[src/rtl/sata_oob_pkg.sv]
`default_nettype none
// ============================================================================
//  Module      : sata_oob_pkg
//  Description : Shared types and constants for the SATA OOB supervisor:
//                state encoding, last_cause codes, default timing values and
//                a saturating-increment helper.
//  Revision    : 1.0 - initial release
// ============================================================================
package sata_oob_pkg;

    typedef enum logic [2:0] {
        ST_IDLE      = 3'd0,
        ST_START     = 3'd1,
        ST_WAIT_OOB  = 3'd2,
        ST_WAIT_LINK = 3'd3,
        ST_READY     = 3'd4,
        ST_BACKOFF   = 3'd5,
        ST_FAILED    = 3'd6
    } oob_state_t;

    localparam logic [2:0] c_CAUSE_NONE         = 3'd0;
    localparam logic [2:0] c_CAUSE_SILENCE      = 3'd1;
    localparam logic [2:0] c_CAUSE_INCOMPATIBLE = 3'd2;
    localparam logic [2:0] c_CAUSE_ERROR        = 3'd3;
    localparam logic [2:0] c_CAUSE_LINK_TIMEOUT = 3'd4;
    localparam logic [2:0] c_CAUSE_WATCHDOG     = 3'd5;
    localparam logic [2:0] c_CAUSE_ELECIDLE     = 3'd6;

    localparam int c_TIMER_W           = 20;
    localparam int c_DEF_RETRY_DELAY   = 1024;
    localparam int c_DEF_LINK_TIMEOUT  = 64;
    localparam int c_DEF_OOB_WATCHDOG  = 20'hFFFFF;
    localparam int c_DEF_ELECIDLE_LOSS = 256;
    localparam int c_DEF_MAX_RETRIES   = 8;

    // Four-bit increment that sticks at 15
    function automatic logic [3:0] sat_inc4(input logic [3:0] v);
        return (v == 4'hF) ? v : v + 4'd1;
    endfunction

endpackage
`default_nettype wire

[src/rtl/sata_oob_ctrl_if.sv]
`default_nettype none
// ============================================================================
//  Module      : sata_oob_ctrl_if
//  Description : Bundle between the OOB supervisor, the GTX/OOB unit and the
//                link layer. master = supervisor side, slave = environment.
//  Revision    : 1.0 - initial release
// ============================================================================
interface sata_oob_ctrl_if;
    logic       gtx_ready;
    logic       oob_done;
    logic       link_up;
    logic       oob_error;
    logic       oob_silence;
    logic       oob_incompatible;
    logic       cominit_req;
    logic       rxelecidle;
    logic       oob_start;
    logic       cominit_allow;
    logic       phy_ready;
    logic       link_lost;
    logic [3:0] retry_cnt;
    logic [2:0] last_cause;
    logic       ctrl_failed;

    modport master (
        input  gtx_ready, oob_done, link_up, oob_error, oob_silence,
               oob_incompatible, cominit_req, rxelecidle,
        output oob_start, cominit_allow, phy_ready, link_lost, retry_cnt,
               last_cause, ctrl_failed
    );

    modport slave (
        output gtx_ready, oob_done, link_up, oob_error, oob_silence,
               oob_incompatible, cominit_req, rxelecidle,
        input  oob_start, cominit_allow, phy_ready, link_lost, retry_cnt,
               last_cause, ctrl_failed
    );
endinterface
`default_nettype wire

[src/rtl/sata_oob_ctrl_timer.sv]
`default_nettype none
// ============================================================================
//  Module      : oob_ctrl_timer
//  Description : Saturating state timer with synchronous clear. Flags the
//                last clock of the watchdog, link-timeout and back-off windows
//                (count == N-1).
//  Revision    : 1.0 - initial release
// ============================================================================
module oob_ctrl_timer #(
    parameter int WIDTH         = 20,
    parameter int WATCHDOG_CLKS = 20'hFFFFF,
    parameter int LINK_CLKS     = 64,
    parameter int RETRY_CLKS    = 1024
) (
    input  logic clk,
    input  logic rst,
    input  logic i_clear,
    output logic o_watchdog_hit,
    output logic o_link_hit,
    output logic o_retry_hit
);
    localparam logic [WIDTH-1:0] c_WD_TERM    = WIDTH'(WATCHDOG_CLKS - 1);
    localparam logic [WIDTH-1:0] c_LINK_TERM  = WIDTH'(LINK_CLKS - 1);
    localparam logic [WIDTH-1:0] c_RETRY_TERM = WIDTH'(RETRY_CLKS - 1);

    logic [WIDTH-1:0] r_count;

    // Count clocks in the current state; stop at all-ones
    always_ff @(posedge clk or posedge rst) begin
        if (rst) begin
            r_count <= '0;
        end else if (i_clear) begin
            r_count <= '0;
        end else if (r_count != '1) begin
            r_count <= r_count + WIDTH'(1);
        end
    end

    assign o_watchdog_hit = (r_count == c_WD_TERM);
    assign o_link_hit     = (r_count == c_LINK_TERM);
    assign o_retry_hit    = (r_count == c_RETRY_TERM);
endmodule
`default_nettype wire

[src/rtl/sata_oob_ctrl.sv]
`default_nettype none
// ============================================================================
//  Module      : sata_oob_ctrl
//  Description : Supervisory FSM ahead of the SATA OOB unit. Waits for GTX
//                readiness, issues oob_start, grants device COMINIT, retries
//                with back-off, and watches for electrical-idle link loss.
//                Optional retry limit (FAILED state) enabled by the macro
//                OOB_CTRL_RETRY_LIMIT_EN.
//  Revision    : 1.0 - initial release
// ============================================================================
module sata_oob_ctrl
    import sata_oob_pkg::*;
#(
    parameter int RETRY_DELAY   = c_DEF_RETRY_DELAY,
    parameter int LINK_TIMEOUT  = c_DEF_LINK_TIMEOUT,
    parameter int OOB_WATCHDOG  = c_DEF_OOB_WATCHDOG,
    parameter int ELECIDLE_LOSS = c_DEF_ELECIDLE_LOSS
`ifdef OOB_CTRL_RETRY_LIMIT_EN
    ,
    parameter int MAX_RETRIES   = c_DEF_MAX_RETRIES
`endif
) (
    input  logic            clk,
    input  logic            rst,
    sata_oob_ctrl_if.master oob
);
    localparam int c_EI_W = $clog2(ELECIDLE_LOSS + 1);

    oob_state_t        r_state;
    oob_state_t        w_state_next;
    logic              w_grant;
    logic              w_lost;
    logic              w_to_backoff;
    logic              w_timer_clr;
    logic              w_wd_hit;
    logic              w_link_hit;
    logic              w_retry_hit;
    logic              w_ei_hit;
    logic [3:0]        r_retry_cnt;
    logic [3:0]        w_retry_next;
    logic [2:0]        r_last_cause;
    logic [2:0]        w_cause_next;
    logic [c_EI_W-1:0] r_ei_cnt;
    logic [c_EI_W-1:0] w_ei_next;
    logic              r_oob_start;
    logic              r_cominit_allow;
    logic              r_phy_ready;
    logic              r_link_lost;

    assign w_ei_next   = r_ei_cnt + c_EI_W'(1);
    assign w_ei_hit    = oob.rxelecidle && (w_ei_next == c_EI_W'(ELECIDLE_LOSS));
    assign w_timer_clr = (w_state_next != r_state);

    oob_ctrl_timer #(
        .WIDTH         (c_TIMER_W),
        .WATCHDOG_CLKS (OOB_WATCHDOG),
        .LINK_CLKS     (LINK_TIMEOUT),
        .RETRY_CLKS    (RETRY_DELAY)
    ) u_timer (
        .clk            (clk),
        .rst            (rst),
        .i_clear        (w_timer_clr),
        .o_watchdog_hit (w_wd_hit),
        .o_link_hit     (w_link_hit),
        .o_retry_hit    (w_retry_hit)
    );

    // Next state, grant/loss strobes and status updates
    always_comb begin
        w_state_next = r_state;
        w_grant      = 1'b0;
        w_lost       = 1'b0;
        w_to_backoff = 1'b0;
        w_retry_next = r_retry_cnt;
        w_cause_next = r_last_cause;
        if (!oob.gtx_ready) begin
            // Losing the transceiver trumps everything; status is kept
            w_state_next = ST_IDLE;
        end else begin
            case (r_state)
                ST_IDLE: begin
                    if (oob.cominit_req) w_grant = 1'b1;
                    else                 w_state_next = ST_START;
                end
                ST_START: w_state_next = ST_WAIT_OOB;
                ST_WAIT_OOB: begin
                    if (oob.oob_done) begin
                        w_state_next = ST_WAIT_LINK;
                    end else if (oob.oob_silence) begin
                        w_to_backoff = 1'b1;
                        w_cause_next = c_CAUSE_SILENCE;
                    end else if (oob.oob_incompatible) begin
                        w_to_backoff = 1'b1;
                        w_cause_next = c_CAUSE_INCOMPATIBLE;
                    end else if (oob.oob_error) begin
                        w_to_backoff = 1'b1;
                        w_cause_next = c_CAUSE_ERROR;
                    end else if (w_wd_hit) begin
                        w_to_backoff = 1'b1;
                        w_cause_next = c_CAUSE_WATCHDOG;
                    end
                end
                ST_WAIT_LINK: begin
                    if (oob.link_up) begin
                        w_state_next = ST_READY;
                        w_retry_next = 4'd0;
                    end else if (w_link_hit) begin
                        w_to_backoff = 1'b1;
                        w_cause_next = c_CAUSE_LINK_TIMEOUT;
                    end
                end
                ST_READY: begin
                    // Loss from READY is not a failed attempt: no retry count
                    if (w_ei_hit) begin
                        w_state_next = ST_BACKOFF;
                        w_lost       = 1'b1;
                        w_cause_next = c_CAUSE_ELECIDLE;
                    end else if (oob.cominit_req) begin
                        w_grant = 1'b1;
                    end
                end
                ST_BACKOFF: begin
                    if (oob.cominit_req)  w_grant = 1'b1;
                    else if (w_retry_hit) w_state_next = ST_START;
                end
                ST_FAILED: begin
`ifdef OOB_CTRL_RETRY_LIMIT_EN
                    if (oob.cominit_req) begin
                        w_grant      = 1'b1;
                        w_retry_next = 4'd0;
                    end
`else
                    w_state_next = ST_IDLE;
`endif
                end
                default: w_state_next = ST_IDLE;
            endcase
        end
        if (w_to_backoff) begin
            w_retry_next = sat_inc4(r_retry_cnt);
`ifdef OOB_CTRL_RETRY_LIMIT_EN
            if (r_retry_cnt == 4'(MAX_RETRIES - 1)) w_state_next = ST_FAILED;
            else                                   w_state_next = ST_BACKOFF;
`else
            w_state_next = ST_BACKOFF;
`endif
        end
        if (w_grant) w_state_next = ST_WAIT_OOB;
    end

    // State register and registered outputs
    always_ff @(posedge clk or posedge rst) begin
        if (rst) begin
            r_state         <= ST_IDLE;
            r_oob_start     <= 1'b0;
            r_cominit_allow <= 1'b0;
            r_phy_ready     <= 1'b0;
            r_link_lost     <= 1'b0;
            r_retry_cnt     <= 4'd0;
            r_last_cause    <= c_CAUSE_NONE;
        end else begin
            r_state         <= w_state_next;
            r_oob_start     <= (w_state_next == ST_START);
            r_cominit_allow <= w_grant;
            r_phy_ready     <= (w_state_next == ST_READY);
            r_link_lost     <= w_lost;
            r_retry_cnt     <= w_retry_next;
            r_last_cause    <= w_cause_next;
        end
    end

    // Run length of consecutive rxelecidle clocks while READY
    always_ff @(posedge clk or posedge rst) begin
        if (rst) begin
            r_ei_cnt <= '0;
        end else if ((r_state == ST_READY) && oob.rxelecidle) begin
            r_ei_cnt <= w_ei_next;
        end else begin
            r_ei_cnt <= '0;
        end
    end

`ifdef OOB_CTRL_RETRY_LIMIT_EN
    logic r_ctrl_failed;

    // Give-up flag tracks residence in FAILED
    always_ff @(posedge clk or posedge rst) begin
        if (rst) r_ctrl_failed <= 1'b0;
        else     r_ctrl_failed <= (w_state_next == ST_FAILED);
    end

    assign oob.ctrl_failed = r_ctrl_failed;
`else
    assign oob.ctrl_failed = 1'b0;
`endif

    assign oob.oob_start     = r_oob_start;
    assign oob.cominit_allow = r_cominit_allow;
    assign oob.phy_ready     = r_phy_ready;
    assign oob.link_lost     = r_link_lost;
    assign oob.retry_cnt     = r_retry_cnt;
    assign oob.last_cause    = r_last_cause;
endmodule
`default_nettype wire
[src/flat_wrapper.sv]
// flat-port wrapper written by rule: the top's interface ports become plain ports
module sata_oob_ctrl_flat import sata_oob_pkg::*;
#(
    parameter int RETRY_DELAY   = c_DEF_RETRY_DELAY,
    parameter int LINK_TIMEOUT  = c_DEF_LINK_TIMEOUT,
    parameter int OOB_WATCHDOG  = c_DEF_OOB_WATCHDOG,
    parameter int ELECIDLE_LOSS = c_DEF_ELECIDLE_LOSS

)
  (clk, rst, oob_gtx_ready, oob_oob_done, oob_link_up, oob_oob_error, oob_oob_silence, oob_oob_incompatible, oob_cominit_req, oob_rxelecidle, oob_oob_start, oob_cominit_allow, oob_phy_ready, oob_link_lost, oob_retry_cnt, oob_last_cause, oob_ctrl_failed);
  sata_oob_ctrl_if oob_i ();
  input  logic clk;
  input  logic rst;
  input wire logic [$bits(oob_i.gtx_ready)-1:0] oob_gtx_ready;
  input wire logic [$bits(oob_i.oob_done)-1:0] oob_oob_done;
  input wire logic [$bits(oob_i.link_up)-1:0] oob_link_up;
  input wire logic [$bits(oob_i.oob_error)-1:0] oob_oob_error;
  input wire logic [$bits(oob_i.oob_silence)-1:0] oob_oob_silence;
  input wire logic [$bits(oob_i.oob_incompatible)-1:0] oob_oob_incompatible;
  input wire logic [$bits(oob_i.cominit_req)-1:0] oob_cominit_req;
  input wire logic [$bits(oob_i.rxelecidle)-1:0] oob_rxelecidle;
  output wire logic [$bits(oob_i.oob_start)-1:0] oob_oob_start;
  output wire logic [$bits(oob_i.cominit_allow)-1:0] oob_cominit_allow;
  output wire logic [$bits(oob_i.phy_ready)-1:0] oob_phy_ready;
  output wire logic [$bits(oob_i.link_lost)-1:0] oob_link_lost;
  output wire logic [$bits(oob_i.retry_cnt)-1:0] oob_retry_cnt;
  output wire logic [$bits(oob_i.last_cause)-1:0] oob_last_cause;
  output wire logic [$bits(oob_i.ctrl_failed)-1:0] oob_ctrl_failed;
  assign oob_i.gtx_ready = oob_gtx_ready;
  assign oob_i.oob_done = oob_oob_done;
  assign oob_i.link_up = oob_link_up;
  assign oob_i.oob_error = oob_oob_error;
  assign oob_i.oob_silence = oob_oob_silence;
  assign oob_i.oob_incompatible = oob_oob_incompatible;
  assign oob_i.cominit_req = oob_cominit_req;
  assign oob_i.rxelecidle = oob_rxelecidle;
  assign oob_oob_start = oob_i.oob_start;
  assign oob_cominit_allow = oob_i.cominit_allow;
  assign oob_phy_ready = oob_i.phy_ready;
  assign oob_link_lost = oob_i.link_lost;
  assign oob_retry_cnt = oob_i.retry_cnt;
  assign oob_last_cause = oob_i.last_cause;
  assign oob_ctrl_failed = oob_i.ctrl_failed;
  sata_oob_ctrl #(.RETRY_DELAY(RETRY_DELAY), .LINK_TIMEOUT(LINK_TIMEOUT), .OOB_WATCHDOG(OOB_WATCHDOG), .ELECIDLE_LOSS(ELECIDLE_LOSS)) u_core (.clk(clk), .rst(rst), .oob(oob_i));
endmodule
[config.mk]
export PLATFORM = sky130hd
export DESIGN_NAME = sata_oob_ctrl_flat
export DESIGN_NICKNAME = d
export VERILOG_FILES = /design/src/rtl/sata_oob_pkg.sv /design/src/rtl/sata_oob_ctrl_if.sv /design/src/rtl/sata_oob_ctrl_timer.sv /design/src/rtl/sata_oob_ctrl.sv /design/src/flat_wrapper.sv
export SDC_FILE = /design/constraint.sdc
export NUM_CORES = 1
export LEC_CHECK = 0
export CAP_MARGIN = 10
export CORE_MARGIN = 2
export CORE_UTILIZATION = 52
export DETAILED_ROUTE_END_ITERATION = 12
export PLACE_DENSITY = 0.84
export SYNTH_ARGS = -nofsm -noshare
export SYNTH_HDL_FRONTEND = slang
export SYNTH_SLANG_ARGS = --single-unit
[constraint.sdc]
create_clock -name clk -period 2.2 [get_ports clk]
set_input_delay 0.44 -clock clk [delete_from_list [all_inputs] [get_ports clk]]
set_output_delay 0.44 -clock clk [all_outputs]
set_load 0.03 [all_outputs]
## Word-level counts from Yosys, hierarchy flattened

Index checks and enable logic that the tools add are counted.

- Register bits after elaboration: 43
- Input bits: 10
- Output and inout port bits: 12
- Logic and storage cells: 86

- Add/sub/neg operators: 3
- Eq/ne operators: 20
- Mux-type cells: 43
- Reductions and logical operators: 11

Operator list:

| cell | number |
|---|---|
| $mux 3 | 17 |
| $mux 20 | 2 |
| $add 20x1->20 const B | 1 |
| $eq 20x10->1 const B | 1 |
| $eq 20x20->1 const B | 1 |
| $eq 20x6->1 const B | 1 |
| $mux 4 | 5 |
| $ne 20x20->1 const B | 1 |
| $pmux 3 s6 | 1 |
| $mux 1 | 14 |
| $add 9x1->9 const B | 1 |
| $eq 3x3->1 const B | 3 |
| $eq 9x9->1 const B | 1 |
| $mux 9 | 1 |
| $pmux 3 s3 | 1 |
| $ne 2x2->1 const B | 4 |
| $reduce_bool 2->1 | 4 |
| $reduce_and 7->1 | 1 |
| $eq 3x1->1 const B | 2 |
| $eq 3x2->1 const B | 2 |
| $ne 5x5->1 const B | 1 |
| $add 4x1->4 const B | 1 |
| $eq 4x4->1 const B | 1 |
| $pmux 1 s2 | 2 |
| other kinds (7) | 8 |

## Logic depth before layout (Yosys ltp)

Gate-level depths: netlist of the first run.

- Word-level depth: 12
- Depth in mapped cells: 10
- Mapped depth without buffers: 9

## Modules after synthesis

Synthesis of the first run repeated with hierarchy kept, for this count alone.

- Cell total of the unflattened synthesis: 297
- Area total of the unflattened synthesis: 2695.1 um^2

By module, submodules not included:

| module | instances | cells an instance | area each (um^2) | sequential area each (um^2) |
|---|---|---|---|---|
| sata_oob_ctrl | 1 | 155 | 1392.6 | 575.6 |
| oob_ctrl_timer | 1 | 142 | 1302.5 | 500.5 |

## Worst setup path after synthesis of the first run

Ideal clock, no wire load.

- Path kind: register to register
- Start point: register u_core.r_ei_cnt[0]
- End point: register u_core.u_timer.r_count[16]
- Setup time: 80 ps
- Data arrival time: 2294 ps
- Data required time: 2120 ps
- Slack: -175 ps
- Cell stages (with the launch flop): 9
- Path buffers: 1
- Clock period less this slack: 2375 ps
- Cell sequence: dfrtp_1 -> ha_1 -> nor4_1 -> o311ai_0 -> o31ai_1 -> o21ai_1 -> a311o_1 -> buf_6 -> nor3_2

- Cells in the longest elaborated chain, start to end: 10
- Elaborated cells between the ends (all ways): 14
- Those cells by class: 1 x add/sub; 2 x eq/ne; 9 x mux; 2 x reduce/logical

Ends and longest elaborated chain:

| item | RTL line | RTL |
|---|---|---|
| start: declaration | sata_oob_ctrl.sv:43 | `logic [c_EI_W-1:0] r_ei_cnt;` |
| start signal: assignment | sata_oob_ctrl.sv:177 | `r_ei_cnt <= w_ei_next;` |
| $add 9x1->9 (*) | sata_oob_ctrl.sv:50 | `assign w_ei_next = r_ei_cnt + c_EI_W'(1);` |
| $eq 9x9->1 (*) | sata_oob_ctrl.sv:51 | `assign w_ei_hit = oob.rxelecidle && (w_ei_next == c_EI_W'(ELECIDLE_LOSS));` |
| $logic_and 1x1->1 (*) | sata_oob_ctrl.sv:51 |  |
| $mux 3 | sata_oob_ctrl.sv:114 | `if (w_ei_hit) begin` |
| $pmux 3 s6 | sata_oob_ctrl.sv:80 | `case (r_state)` |
| $mux 3 | sata_oob_ctrl.sv:76 | `if (!oob.gtx_ready) begin` |
| $mux 3 | sata_oob_ctrl.sv:139 | `if (w_to_backoff) begin` |
| $mux 3 (*) | sata_oob_ctrl.sv:148 | `if (w_grant) w_state_next = ST_WAIT_OOB;` |
| $ne 3x3->1 (*) | sata_oob_ctrl.sv:52 | `assign w_timer_clr = (w_state_next != r_state);` |
| $mux 20 / $reduce_bool 2->1 (equally long branches) | -- |  |
| end signal: assignment | sata_oob_ctrl_timer.sv:35 | `r_count <= r_count + WIDTH'(1);` |
| end: declaration | sata_oob_ctrl_timer.sv:26 | `logic [WIDTH-1:0] r_count;` |

Mark *: on every way between the ends. The rest lies on a longest branch, timed or not.
A chain may end at the register's enable or synchronous reset.

## Final worst setup path of the first run

- Start point: register u_core.u_timer.r_count[10]
- End point: register u_core.u_timer.r_count[1]

- Cells in the longest elaborated chain, start to end: 12
- Elaborated cells between the ends (all ways): 22
- Those cells by class: 5 x eq/ne; 16 x mux; 1 x reduce/logical

Ends and longest elaborated chain:

| item | RTL line | RTL |
|---|---|---|
| $eq 20x20->1 | sata_oob_ctrl_timer.sv:39 | `assign o_watchdog_hit = (r_count == c_WD_TERM);` |
| $mux 1 | sata_oob_ctrl.sv:98 | `end else if (w_wd_hit) begin` |
| $mux 1 | sata_oob_ctrl.sv:95 | `end else if (oob.oob_error) begin` |
| $mux 1 | sata_oob_ctrl.sv:92 | `end else if (oob.oob_incompatible) begin` |
| $mux 1 | sata_oob_ctrl.sv:89 | `end else if (oob.oob_silence) begin` |
| $mux 1 | sata_oob_ctrl.sv:87 | `if (oob.oob_done) begin` |
| $pmux 1 s2 | sata_oob_ctrl.sv:80 |  |
| $mux 1 | sata_oob_ctrl.sv:76 |  |
| $mux 3 | sata_oob_ctrl.sv:139 |  |
| $mux 3 | sata_oob_ctrl.sv:148 |  |
| $ne 3x3->1 | sata_oob_ctrl.sv:52 |  |
| $mux 20 / $reduce_bool 2->1 (equally long branches) | -- |  |

Parallel ways exist; a longest one is shown, timed or not.

==> flow_summary.toml, run 1 <==
[outcome]
status = "finished, violations left"
violations = "setup timing"

[drt]
ant_nets = 0
drtIter0Drc = 177
vias = 2353
wl_per_cell_um = 15.5
avgViaCountPerCell = 5.64
drt_wl_total_mm = 6.46
dr.pass1.iters = 4
drc = 0

[floorplan]
die_h_um = 73.2
die-area_um2 = 5360
rows = 25
ios = 22
coreArea_um2 = 4660
die_w_um = 73.2
initial_core_util_pct = 53.5

[min_path]
hold_end = "u_core.oob.last_cause[2]$_DFFE_PP0P_"
hp-start = "u_core.oob.last_cause[2]$_DFFE_PP0P_"
whs_path_depth = 1
hold_class = "register to register"

[global_route]
first_global_vias = 2378
gr-total-overflow = 0
grt_use_total_pct = 25.3
antenna_found_initial = 0
grt_max_degree = 44
grt_pass1_wl_mm = 10.5

[sta]
fin_crit_ps = 2430
finalSetupViolations = 24
period_share_pct = 110
finalHoldViolations = 0
setup_ws_ps = -226
slew_headroom_pct = 65.0
fin_skew_ps = 4.60
rsz0062_at_grt = "true"
clock.fmax_ghz = 0.412
maxSlewViolCount = 0
tightest_slew_ps = 524

[setup_path]
rr_endpoint = "u_core.u_timer.r_count[1]$_DFFE_PP0P_"
cp.arrival_ps = 2640
cp_max_fo = 5
worstSetupStartpointType = "register"
crit_path_end_kind = "register"
cp_slowest_cell = "or4_4"
r2r_setup_slack_ps = -230
regToRegStartpoint = "u_core.u_timer.r_count[10]$_DFFE_PP0P_"
crit_cells = 7
crit_type = "register to register"
path_delay_family = "compound AO/OA/AOI/OAI gates"
reg2reg_depth = 7
required_ps = 2420
cp_num_buf_inv = 1
slowest_delay_ps = 550
path_cells = "or4_4, nor4_4, a31oi_2, o221a_1, a311o_1, buf_6, a211oi_2"

[place]
hpwlAfterDp_mm = 4.32
portBuffers = 20
place_area_um2 = 3260
gp_congestion = 0.959

[cts]
clock-sinks = 43
cts-hold-fix-buffers = 0
cts_max_level = 2
clk_pin_slew_ps = 80
clockBufferDepth = 2
clockRootBuffer = "clkbuf_8"
clk_latency_ps = 290
tritoncts = "done"
cts_buffers = 5

[synth]
syn_area_per_cell_um2 = 9.30
syn_inst = 268
synth_seq_cells = 43
yosysWarnings = 0
synth_cell_type_count = 55
synthFlopType = "dfrtp_1"
synthArstFlopShare_pct = 100
synth_area_um2 = 2490
ys_seq_area_share_pct = 43.2
synth_edf_count = 0
synth_fp_nets = 283

[pwr]
leakage_nw = 1.60
total_power_mw = 2.85
power_density_nw_per_um2 = 806
ir_drop_uv = 456

[run]
drv_cap = 0

[finish]
fin_nets = 377
final_area_um2 = 3540
multi_input_area_um2 = 1480
mostFrequentLayoutCells = "buf_4, dfrtp_1, nor2_1, clkdlybuf4s50_1, nand3_1"
final_common_cell = "buf_4"
fillers = 277
area_delta_synth_final_pct = 42.0
diodes = 0
drive_gt1_share_pct = 32.8
regArea_um2 = 1080
[cell families (layout without fill, tap and decap cells)]
family / after synthesis / in the layout / synth area share (%)
buffers and inverters: 20 / 115 / 4.02
DFF: 43 / 43 / 43.2
other: 1 / 1 / 0.150
and+or+nand+nor: 131 / 131 / 28.9
AOI/OAI and AO/OA: 40 / 40 / 11.3
adders and majority gates: 5 / 5 / 2.51
muxes: 2 / 2 / 0.853
xor gates and xnor gates: 26 / 26 / 9.14
[final cells by class]
type	instances	area share [%]
clock buffer	5	1.94
tap	54	1.91
clock inverter	3	0.424
inverter	9	0.954
multi-input combinational	205	41.9
sequential	43	30.4
timing repair buffer	98	22.4
[state kept, by name, indices dropped and copies added (netlist names)]
signal                    cells
u_core.oob.cominit_allow      1
u_core.oob.last_cause         3
u_core.oob.link_lost          1
u_core.oob.oob_start          1
u_core.oob.phy_ready          1
u_core.oob.retry_cnt          4
u_core.r_ei_cnt               9
u_core.r_state                3
u_core.u_timer.r_count       20
[per-stage QoR]
stage               std cells  hold slack, ps  setup TNS (ps)  util, %  setup WS (ps)
floorplan                 268             478            -153        -          -28.0
global placement          403             477           -8790     70.0           -424
detailed placement        403             480          -10430     70.0           -479
CTS                       415             497           -2950     74.1           -190
global route              417             509           -6210     75.9           -304
finish                    417             491           -4160     75.9           -226
[where the power goes]
part	internal (mW)	total, mW	switching (mW)
clock network	0.217	0.478	0.261
logic	0.642	1.38	0.737
registers	0.909	0.997	0.0881
total	1.77	2.85	1.09
[Yosys cell counts, types with 2 or more instances]
| cell type | n | area, um2 |
|---|---|---|
| nor2_1 | 44 | 165 |
| dfrtp_1 | 43 | 1080 |
| nand3_1 | 19 | 95.1 |
| xnor2_1 | 17 | 149 |
| nand2_1 | 13 | 48.8 |
| a21oi_1 | 9 | 45.0 |
| inv_1 | 9 | 33.8 |
| xor2_1 | 9 | 78.8 |
| nand2b_1 | 6 | 37.5 |
| nand4_1 | 6 | 37.5 |
| nor2b_1 | 6 | 37.5 |
| nor3_1 | 6 | 30.0 |
| o21ai_0 | 6 | 30.0 |
| and3_1 | 5 | 31.3 |
| buf_2 | 5 | 25.0 |
| ha_1 | 5 | 62.6 |
| nor4_1 | 5 | 31.3 |
| o31ai_1 | 4 | 30.0 |
| and4b_1 | 3 | 30.0 |
| buf_4 | 3 | 22.5 |
| o21a_1 | 3 | 22.5 |
| or4_1 | 3 | 22.5 |
| a31oi_1 | 2 | 12.5 |
| and3b_1 | 2 | 17.5 |
| and4_1 | 2 | 17.5 |
| clkbuf_1 | 2 | 7.51 |
| nor4_4 | 2 | 42.5 |
| or2_2 | 2 | 12.5 |
[layer usage]
metal	wire [um]	up-vias	GRT usage (%)
met3	332	12	5.52
li1	-	1135	-
met4	106	0	11.3
met1	2790	1137	30.5
met2	3230	69	43.2
met5	0	-	0
[timing repair]
action	4_1_cts	5_1_grt
endpoints found under the setup margin	24	27
pin swaps	7	3
buffers inserted	4	2
gates resized for setup	14	16
gates cloned	0	1
[worst max-delay path by stage]
stage	start	end
floorplan	u_core.u_timer.r_count[1]$_DFFE_PP0P_	u_core.u_timer.r_count[1]$_DFFE_PP0P_
global placement	oob_gtx_ready	u_core.u_timer.r_count[1]$_DFFE_PP0P_
detailed placement	oob_link_up	u_core.u_timer.r_count[1]$_DFFE_PP0P_
CTS	u_core.u_timer.r_count[10]$_DFFE_PP0P_	u_core.u_timer.r_count[1]$_DFFE_PP0P_
global route	u_core.u_timer.r_count[10]$_DFFE_PP0P_	u_core.u_timer.r_count[7]$_DFFE_PP0P_
finish	u_core.u_timer.r_count[10]$_DFFE_PP0P_	u_core.u_timer.r_count[1]$_DFFE_PP0P_
Power figures use the tool's default switching activity.
==> inputs of run 2 (changes only) <==
--- a/config.mk
+++ b/config.mk
@@ -7,9 +7,9 @@
 export LEC_CHECK = 0
 export CAP_MARGIN = 10
 export CORE_MARGIN = 2
-export CORE_UTILIZATION = 52
+export CORE_UTILIZATION = 57
 export DETAILED_ROUTE_END_ITERATION = 12
-export PLACE_DENSITY = 0.84
+export PLACE_DENSITY = 0.87
 export SYNTH_ARGS = -nofsm -noshare
 export SYNTH_HDL_FRONTEND = slang
 export SYNTH_SLANG_ARGS = --single-unit
==> constraint.sdc (replaced) <==
create_clock -name clk -period 2.38 [get_ports clk]
set_input_delay 0.476 -clock clk [delete_from_list [all_inputs] [get_ports clk]]
set_output_delay 0.476 -clock clk [all_outputs]
set_load 0.03 [all_outputs]
==> run 2 against run 1 <==
Critical path type unchanged. First-iteration DRC count fell by 2.8%. Highest routed layer unchanged. Non-clock buffer count shrank 27. Final cell count fell by 7.4%. The flow now finishes without violations. Clock skew up 1.1 ps.
==> flow_summary.toml, run 2 (synthesis gave the netlist of run 1 again) <==
[outcome]
status = "finished, final reports clean"

[setup_path]
path_delay_family = "compound AO/OA/AOI/OAI gates"
crit_type = "register to register"
crit_path_end_kind = "register"
cp_max_fo = 20
path_cells = "or4_4, nor4_4, a31oi_2, o221a_1, a311o_1, buf_12, a211oi_2"
cp_slowest_cell = "or4_4"
cp.arrival_ps = 2560
required_ps = 2590
cp_num_buf_inv = 1
worstSetupStartpointType = "register"
slowest_delay_ps = 550

[sta]
period_share_pct = 98.6
setup_ws_ps = 32.3
tightest_slew_ps = 539
fin_skew_ps = 5.69
clock.fmax_ghz = 0.426
finalHoldViolations = 0
fin_crit_ps = 2350
finalSetupViolations = 0
slew_headroom_pct = 64.1
rsz0062_at_grt = "true"
maxSlewViolCount = 0

[drt]
wl_per_cell_um = 14.9
drtIter0Drc = 172
dr.pass1.iters = 4
drc = 0
drt_wl_total_mm = 5.74
vias = 2230
avgViaCountPerCell = 5.78
ant_nets = 0

[finish]
largest_register_ffs = 20
post-route-util_pct = 76.0
final_common_cell = "buf_4"
fin_nets = 350
diodes = 0
fillers = 296
drive_gt1_share_pct = 24.6
area_delta_synth_final_pct = 30.9
mostFrequentLayoutCells = "buf_4, dfrtp_1, nor2_1, nand3_1, clkdlybuf4s50_1"
top_register = "u_core.u_timer.r_count"

[floorplan]
coreArea_um2 = 4290
die-area_um2 = 4920
ios = 22
die_h_um = 70.1
die_w_um = 70.1
rows = 24
initial_core_util_pct = 58.0

[cts]
clk_pin_slew_ps = 80
clockBufferDepth = 2
cts-hold-fix-buffers = 0
clock-sinks = 43
cts_buffers = 5
clockRootBuffer = "clkbuf_8"
tritoncts = "done"
clk_latency_ps = 290
cts_max_level = 2

[pwr]
power_density_nw_per_um2 = 762
ir_drop_uv = 501
leakage_nw = 1.45

[place]
pre_cts_slack_ps = -390
portBuffers = 20
hpwlAfterDp_mm = 4.15
gp_congestion = 0.988

[global_route]
antenna_found_initial = 0
grt_max_degree = 44
first_global_vias = 2197
gr-total-overflow = 0
grt_pass1_wl_mm = 9.72
grt_use_total_pct = 24.7

[run]
drv_cap = 0

[min_path]
hold_class = "register to register"
[run 2: cell types whose count changed in the layout (fill, tap and decap cells not counted), sizes merged]
cell,delta
clkdlybuf4s50,-2
clkinv,-3
dlygate4sd2,+2
buf,-27
clkbuf,+1
[run 2: power by group]
group / internal, mW / switching (mW)
registers: 0.841 / 0.0824
logic: 0.528 / 0.609
clock network: 0.196 / 0.231
[run 2: area by class of cell]
class | instances | area (um2) | area share [%]
multi-input cells | 205 | 1420 | 43.6
well taps | 52 | 65.1 | 1.99
repair buffers | 71 | 593 | 18.2
inverters | 9 | 33.8 | 1.04
clock buffers | 6 | 72.6 | 2.22
flip-flops and latches | 43 | 1080 | 33.0
[run 2: per-stage QoR]
step	instances	TNS [ps]	hold WS, ps	instance area [um2]	power [mW]
floorplan	268	0	474	2490	1.57
global placement	378	-5180	486	3070	2.01
detailed placement	378	-7530	488	3070	2.04
CTS	385	0	504	3190	2.48
global route	386	-636	537	3260	2.63
finish	386	0	502	3260	2.49
[run 2: final timing paths]
kind                                                   startpoint                                endpoint  slack (ps)  cells past startpoint
setup / recovery           u_core.u_timer.r_count[10]$_DFFE_PP0P_   u_core.u_timer.r_count[1]$_DFFE_PP0P_          30                      7
hold / removal               u_core.oob.last_cause[2]$_DFFE_PP0P_    u_core.oob.last_cause[2]$_DFFE_PP0P_         500                      1
setup reg to reg           u_core.u_timer.r_count[10]$_DFFE_PP0P_   u_core.u_timer.r_count[1]$_DFFE_PP0P_          30                      7
hold reg to reg              u_core.oob.last_cause[2]$_DFFE_PP0P_    u_core.oob.last_cause[2]$_DFFE_PP0P_         500                      1
max in group asynchronous                                     rst  u_core.u_timer.r_count[14]$_DFFE_PP0P_        1390                      3
min in group asynchronous                                     rst  u_core.u_timer.r_count[16]$_DFFE_PP0P_         610                      3
[run 2: repair_timing]
item / in CTS / in global routing
cloned: 0 / 0
buffers inserted: 1 / 1
pin swaps: 5 / 5
setup endpoints to repair: 24 / 26
resized for setup: 9 / 13
[run 2: routing by layer]
| metal | GRT usage, % | up-vias | wire length [um] |
|---|---|---|---|
| met3 | 4.47 | 12 | 212 |
| met4 | 9.40 | 0 | 123 |
| met1 | 29.8 | 1084 | 2410 |
| met5 | 0 | - | 0 |
| li1 | - | 1075 | - |
| met2 | 43.8 | 59 | 2990 |
